## src/rtl/pwl_gatekeeper_mc.sv

```systemverilog
`default_nettype none
// ============================================================================
//  Module   : pwl_gatekeeper_mc
//  Brief    : Multi-channel clocked PWL gatekeeper: (value, slope) tracking that
//             resyncs on |error| >= ETOL, with limit-cycle detection and hold.
//  Revision : 1.0 - initial release
// ============================================================================
module pwl_gatekeeper_mc #(
    parameter int NCH      = 4,
    parameter int W        = 16,
    parameter int ETOL     = 4,
    parameter int WIN      = 16,
    parameter int LC_MAX   = 4,
    parameter int HOLD_CYC = 32
) (
    input  logic             clk,
    input  logic             rstn,
    input  logic             en,
    input  logic [NCH*W-1:0] in_v,
    input  logic [NCH*W-1:0] in_s,
    output logic [NCH*W-1:0] out_v,
    output logic [NCH*W-1:0] out_s,
    output logic [NCH-1:0]   out_upd,
    output logic [NCH-1:0]   lc_flag
);

    localparam int c_win_w  = (WIN > 1) ? $clog2(WIN) : 1;
    localparam int c_cnt_w  = $clog2(LC_MAX + 1);
    localparam int c_hold_w = (HOLD_CYC > 1) ? $clog2(HOLD_CYC) : 1;

    localparam logic [c_win_w-1:0]  c_win_last  = c_win_w'(WIN - 1);
    localparam logic [c_cnt_w-1:0]  c_lc_max    = c_cnt_w'(LC_MAX);
    localparam logic [c_hold_w-1:0] c_hold_last = c_hold_w'(HOLD_CYC - 1);
    localparam logic [W:0]          c_etol      = (W+1)'(ETOL);

    typedef enum logic [0:0] {
        ST_TRACK = 1'b0,
        ST_HOLD  = 1'b1
    } state_t;

    // Clamp a W+1 bit two's-complement sum back into W bits.
    function automatic logic [W-1:0] sat(input logic [W:0] a);
        if (a[W] != a[W-1])
            return a[W] ? {1'b1, {(W-1){1'b0}}} : {1'b0, {(W-1){1'b1}}};
        return a[W-1:0];
    endfunction

    for (genvar k = 0; k < NCH; k++) begin : g_ch
        state_t              r_state;
        logic [W-1:0]        r_v;
        logic [W-1:0]        r_s;
        logic                r_upd;
        logic                r_lc;
        logic [c_win_w-1:0]  r_win;
        logic [c_cnt_w-1:0]  r_cnt;
        logic [c_hold_w-1:0] r_hold;

        logic [W-1:0]        w_in_v;
        logic [W-1:0]        w_in_s;
        logic [W:0]          w_diff;
        logic [W:0]          w_err;
        logic [W-1:0]        w_sat_in;
        logic [W-1:0]        w_sat_int;
        logic                w_hit;
        logic                w_wrap;
        logic                w_trip;
        logic [c_cnt_w-1:0]  w_cnt_base;

        assign w_in_v     = in_v[k*W +: W];
        assign w_in_s     = in_s[k*W +: W];
        assign w_diff     = {r_v[W-1], r_v} - {w_in_v[W-1], w_in_v};
        assign w_err      = w_diff[W] ? (~w_diff + 1'b1) : w_diff;
        assign w_hit      = (w_err >= c_etol);
        assign w_sat_in   = sat({w_in_v[W-1], w_in_v} + {w_in_s[W-1], w_in_s});
        assign w_sat_int  = sat({r_v[W-1], r_v} + {r_s[W-1], r_s});
        assign w_wrap     = (r_win == c_win_last);
        // An update landing on the wrap cycle starts the new window at 1.
        assign w_cnt_base = w_wrap ? '0 : r_cnt;
        assign w_trip     = w_hit && ((w_cnt_base + 1'b1) == c_lc_max);

        always_ff @(posedge clk or negedge rstn) begin
            if (!rstn) begin
                r_state <= ST_TRACK;
                r_v     <= '0;
                r_s     <= '0;
                r_upd   <= 1'b0;
                r_lc    <= 1'b0;
                r_win   <= '0;
                r_cnt   <= '0;
                r_hold  <= '0;
            end else if (!en) begin
                r_upd <= 1'b0;
            end else begin
                case (r_state)
                    ST_TRACK: begin
                        r_win <= w_wrap ? '0 : r_win + 1'b1;
                        if (w_hit) begin
                            r_v   <= w_sat_in;
                            r_s   <= w_trip ? '0 : w_in_s;
                            r_upd <= 1'b1;
                            r_cnt <= w_cnt_base + 1'b1;
                            if (w_trip) begin
                                r_state <= ST_HOLD;
                                r_lc    <= 1'b1;
                                r_hold  <= c_hold_last;
                            end
                        end else begin
                            r_v   <= w_sat_int;
                            r_upd <= 1'b0;
                            r_cnt <= w_cnt_base;
                        end
                    end
                    default: begin
                        r_upd <= 1'b0;
                        if (r_hold == '0) begin
                            r_state <= ST_TRACK;
                            r_lc    <= 1'b0;
                            r_cnt   <= '0;
                            r_win   <= '0;
                        end else begin
                            r_hold <= r_hold - 1'b1;
                        end
                    end
                endcase
            end
        end

        assign out_v[k*W +: W] = r_v;
        assign out_s[k*W +: W] = r_s;
        assign out_upd[k]      = r_upd;
        assign lc_flag[k]      = r_lc;
    end

endmodule
`default_nettype wire

```

## config.mk

```make
export PLATFORM = sky130hd
export DESIGN_NAME = pwl_gatekeeper_mc
export DESIGN_NICKNAME = d
export VERILOG_FILES = /design/src/rtl/pwl_gatekeeper_mc.sv
export SDC_FILE = /design/constraint.sdc
export NUM_CORES = 1
export LEC_CHECK = 0
export ABC_AREA = 1
export BUFFER_PORTS_ARGS = -buffer_cell sky130_fd_sc_hd__buf_4
export CAP_MARGIN = 25
export CORE_ASPECT_RATIO = 0.6
export CORE_MARGIN = 3
export CORE_UTILIZATION = 30
export CTS_CLUSTER_SIZE = 24
export DETAILED_ROUTE_END_ITERATION = 10
export HOLD_SLACK_MARGIN = 0.05
export SETUP_SLACK_MARGIN = 0.4
export SYNTH_ARGS = -nofsm -noshare
export SYNTH_HDL_FRONTEND = slang
export SYNTH_SLANG_ARGS = --single-unit
```

## constraint.sdc

```tcl
create_clock -name clk -period 3.3 [get_ports clk]
set_input_delay 0.165 -clock clk [delete_from_list [all_inputs] [get_ports clk]]
set_output_delay 0.165 -clock clk [all_outputs]
set_load 0.01 [all_outputs]
```

==> flow_summary.ini <==
[sta]
slew_headroom_pct = 51.7
achievable-frequency_ghz = 0.290
setup_viol = 89
period_needed_ps = 3450
finalWorstSetupSlack_ps = -152
drv_slew = 0
rsz0062_at_grt = yes
hold_violations = 0
tightest_slew_ps = 720
clock-skew-final_ps = 12.5
period_share_pct = 105

[die]
die_x_um = 354
ioPinCount = 267
die_h_um = 215
rows = 75
core-area_mm2 = 0.0709
start_util_pct = 30.8
die_area_mm2 = 0.0761

[cells_and_area]
drive_above_1_share_pct = 27.6
num-nets-final = 4396
syn_to_final_growth_pct = 44.3
fin_util_pct = 44.4
antenna-diode-count = 0

[synthesis]
ys.flop_type = dfrtp_1
synth_cell_types = 51
synth_common_cells = nand2_1, inv_1, nand3_1, o21ai_0, ha_1
ys_ff_latch = 188
yosys-top-cells-area = dfrtp_1, nand2_1, ha_1, inv_1, nand3_1
yosysMostFrequentCell = nand2_1
synth_top_area_share_pct = 21.6
synth_cells = 3462
synth-edff-count = 0
yosysSeqAreaShare_pct = 21.6
syn_avg_cell_area_um2 = 6.30
netlist_area_mm2 = 0.0218
yosysTopAreaCell = dfrtp_1
async_flop_share_pct = 100
syn_nets = 3821
yosys_warnings = 0

[clock_tree]
root_buffer = clkbuf_16
clock_path_buffers = 2
clkSinkCount = 188
path_clk_slew_ps = 90
cts_tree = built
cts_buffers = 17
htree_levels = 4
clock_latency_ps = 530

[critical_path]
critPathSlowestCell = fa_2
cp.required_ps = 3760
end_kind = flip-flop
crit_path_max_incr_delay_ps = 400
crit_family = simple AND/OR/NAND/NOR gates
crit_top_cell = nand2_2
crit_fanout = 6
path_cells = inv_2 > ha_4 > fa_2 > inv_2 > nand3_2 > nand2_2 > nand2_2 > nand2_2 > nand3_2 > nand3_2 > nand2_4 > buf_6 > buf_4 > buf_4 > o21ai_4 > nand4_1 > nor2_2 > nand2_4 > buf_6 > nand2_8 > buf_12 > buf_12 > nand2_2 > o21ai_1
crit_path_start_kind = flip-flop
cp_num_buf_inv = 8
path_class = reg2reg
arrival_ps = 3910

[global_routing]
use_met2_pct = 28.3
grt_pass1_wl_um = 134000
grt_usage_pct = 22.2
antenna_found_initial = 1
gr-max-usage-layer = met1
grtUsageMet3_pct = 6.75
grt_max_degree = 72
use_met1_pct = 35.6
grt_pass1_vias = 23100
overflow = 0

[routing]
routedWlPerCell_um = 17.5
dr.first_iter.drc_count = 2298
vias = 25500
final_antenna_net_count = 0
drt-total-wl_um = 87500
drc_errors = 0
via_per_inst = 5.08
drt_pass1_iterations = 6

[placement]
port_buffers = 266
dp_slack_ps = -177
dp_hpwl_um = 65300
gp_routability_congestion = 0.962

[run_status]
status = finished, violations left
violations = setup timing

[power_and_ir_drop]
vdd_drop_max_uv = 624
p_per_area_mw_per_mm2 = 1140
fin_total_pwr_w = 0.0358
leakage_nw = 16.5

[worst_hold_path]
hp-class = in2async

[flow_run]
drv_cap = 0
[metrics by stage]
step	hold slack [ps]	setup TNS, ps	cell area (µm²)	instances
2_1_floorplan	-131	0	21900	3462
3_3_place_gp	160	-261	26200	4801
5_1_grt	154	-28650	31500	5012
3_5_place_dp	166	-5790	26200	4801
4_1_cts	120	-277	30100	4991
6_report	148	-6770	31500	5012
[registers in the layout (all words and copies together) (netlist names)]
name / count
g_ch.r_s: 64
g_ch.r_v: 64
g_ch.r_hold: 20
g_ch.r_win: 16
g_ch.r_cnt: 12
g_ch.r_lc: 4
g_ch.r_state: 4
g_ch.r_upd: 4
[kinds of logic (layout without fill, tap and decap cells)]
family                   count (synthesis)  in the layout  synth area share, %
AND/OR/NAND/NOR                       1838           1842                 35.8
adder cells (fa/ha/maj)                228            228                 13.5
AO/OA/AOI/OAI                          542            542                 13.5
buffers and inverters                  518           1102                 9.78
flip-flops                             188            188                 21.6
XOR/XNOR                               148            148                 5.94
[final timing paths]
path / slack [ps] / startpoint / endpoint / cells after the start
min: 150 / rstn / g_ch[1].r_s[2] / 2
min in group clk: 160 / in_s[16] / g_ch[1].r_v[0] / 6
max reg2reg: -150 / g_ch[2].r_v[0] / g_ch[2].r_s[0] / 24
min reg2reg: 480 / g_ch[2].r_cnt[2] / g_ch[2].r_cnt[2] / 2
max in group asynchronous: 2180 / rstn / g_ch[2].r_s[13] / 3
max: -150 / g_ch[2].r_v[0] / g_ch[2].r_s[0] / 24
[routing by layer]
layer  vias up  part of all wire [%]  wire [µm]
met1     12000                    51      44400
met2       946                    38      32900
met3        87                    10       9150
met4         2                   1.1        971
met5         -                 0.015         13
li1      12500                     -          -
[worst register-to-register path: cells and delay by family, from the launching register on]
kind / cells / cell delay (ps)
compound gates: 2 / 230
fa+ha+maj: 2 / 560
flops: 1 / 370
buf+inv: 8 / 1000
simple gates: 12 / 1210
[power by group]
part | leakage, nW | switching [W] | internal, W
clock network | 0.298 | 0.00117 | 0.00115
registers | 2.27 | 0.00127 | 0.00339
logic | 13.9 | 0.0173 | 0.0116
[what timing repair did]
item | CTS | global route
hold endpoints to repair | 130 | 0
endpoints found under the setup margin | 172 | 172
gates cloned | 26 | 1
hold buffers | 65 | 0
gates resized for setup | 412 | 314
buffers inserted | 67 | 20
pin swaps | 94 | 121
[cell type report]
type / instances / area, µm²
Timing Repair inverter: 5 / 80.1
Fill cell: 7262 / 39500
Clock buffer: 18 / 429
Multi-Input combinational cell: 2760 / 17400
Inverter: 438 / 1690
Tap cell: 962 / 1200
Timing Repair Buffer: 627 / 5800
Clock inverter: 14 / 171
Sequential cell: 188 / 4710
[layout by cell type (no fill, tap or decap), drive strengths merged, types with 5 or more instances in the layout]
cell type and instances:
fa 12, ha 216, dfrtp 188, nand4 50, a31oi 9, a21o 5
o31ai 12, or2 10, nand3b 22, a21boi 20, nor3 22, clkbuf 18
xor2 92, inv 445, xnor2 56, a21oi 207, dlygate4sd3 65, nand2 1197
buf 560, nor2 217, o21bai 7, o211ai 12, nand3 312, clkinv 10
and2 5, o21ai 256
Note: power is estimated with default switching activity, not from simulation.
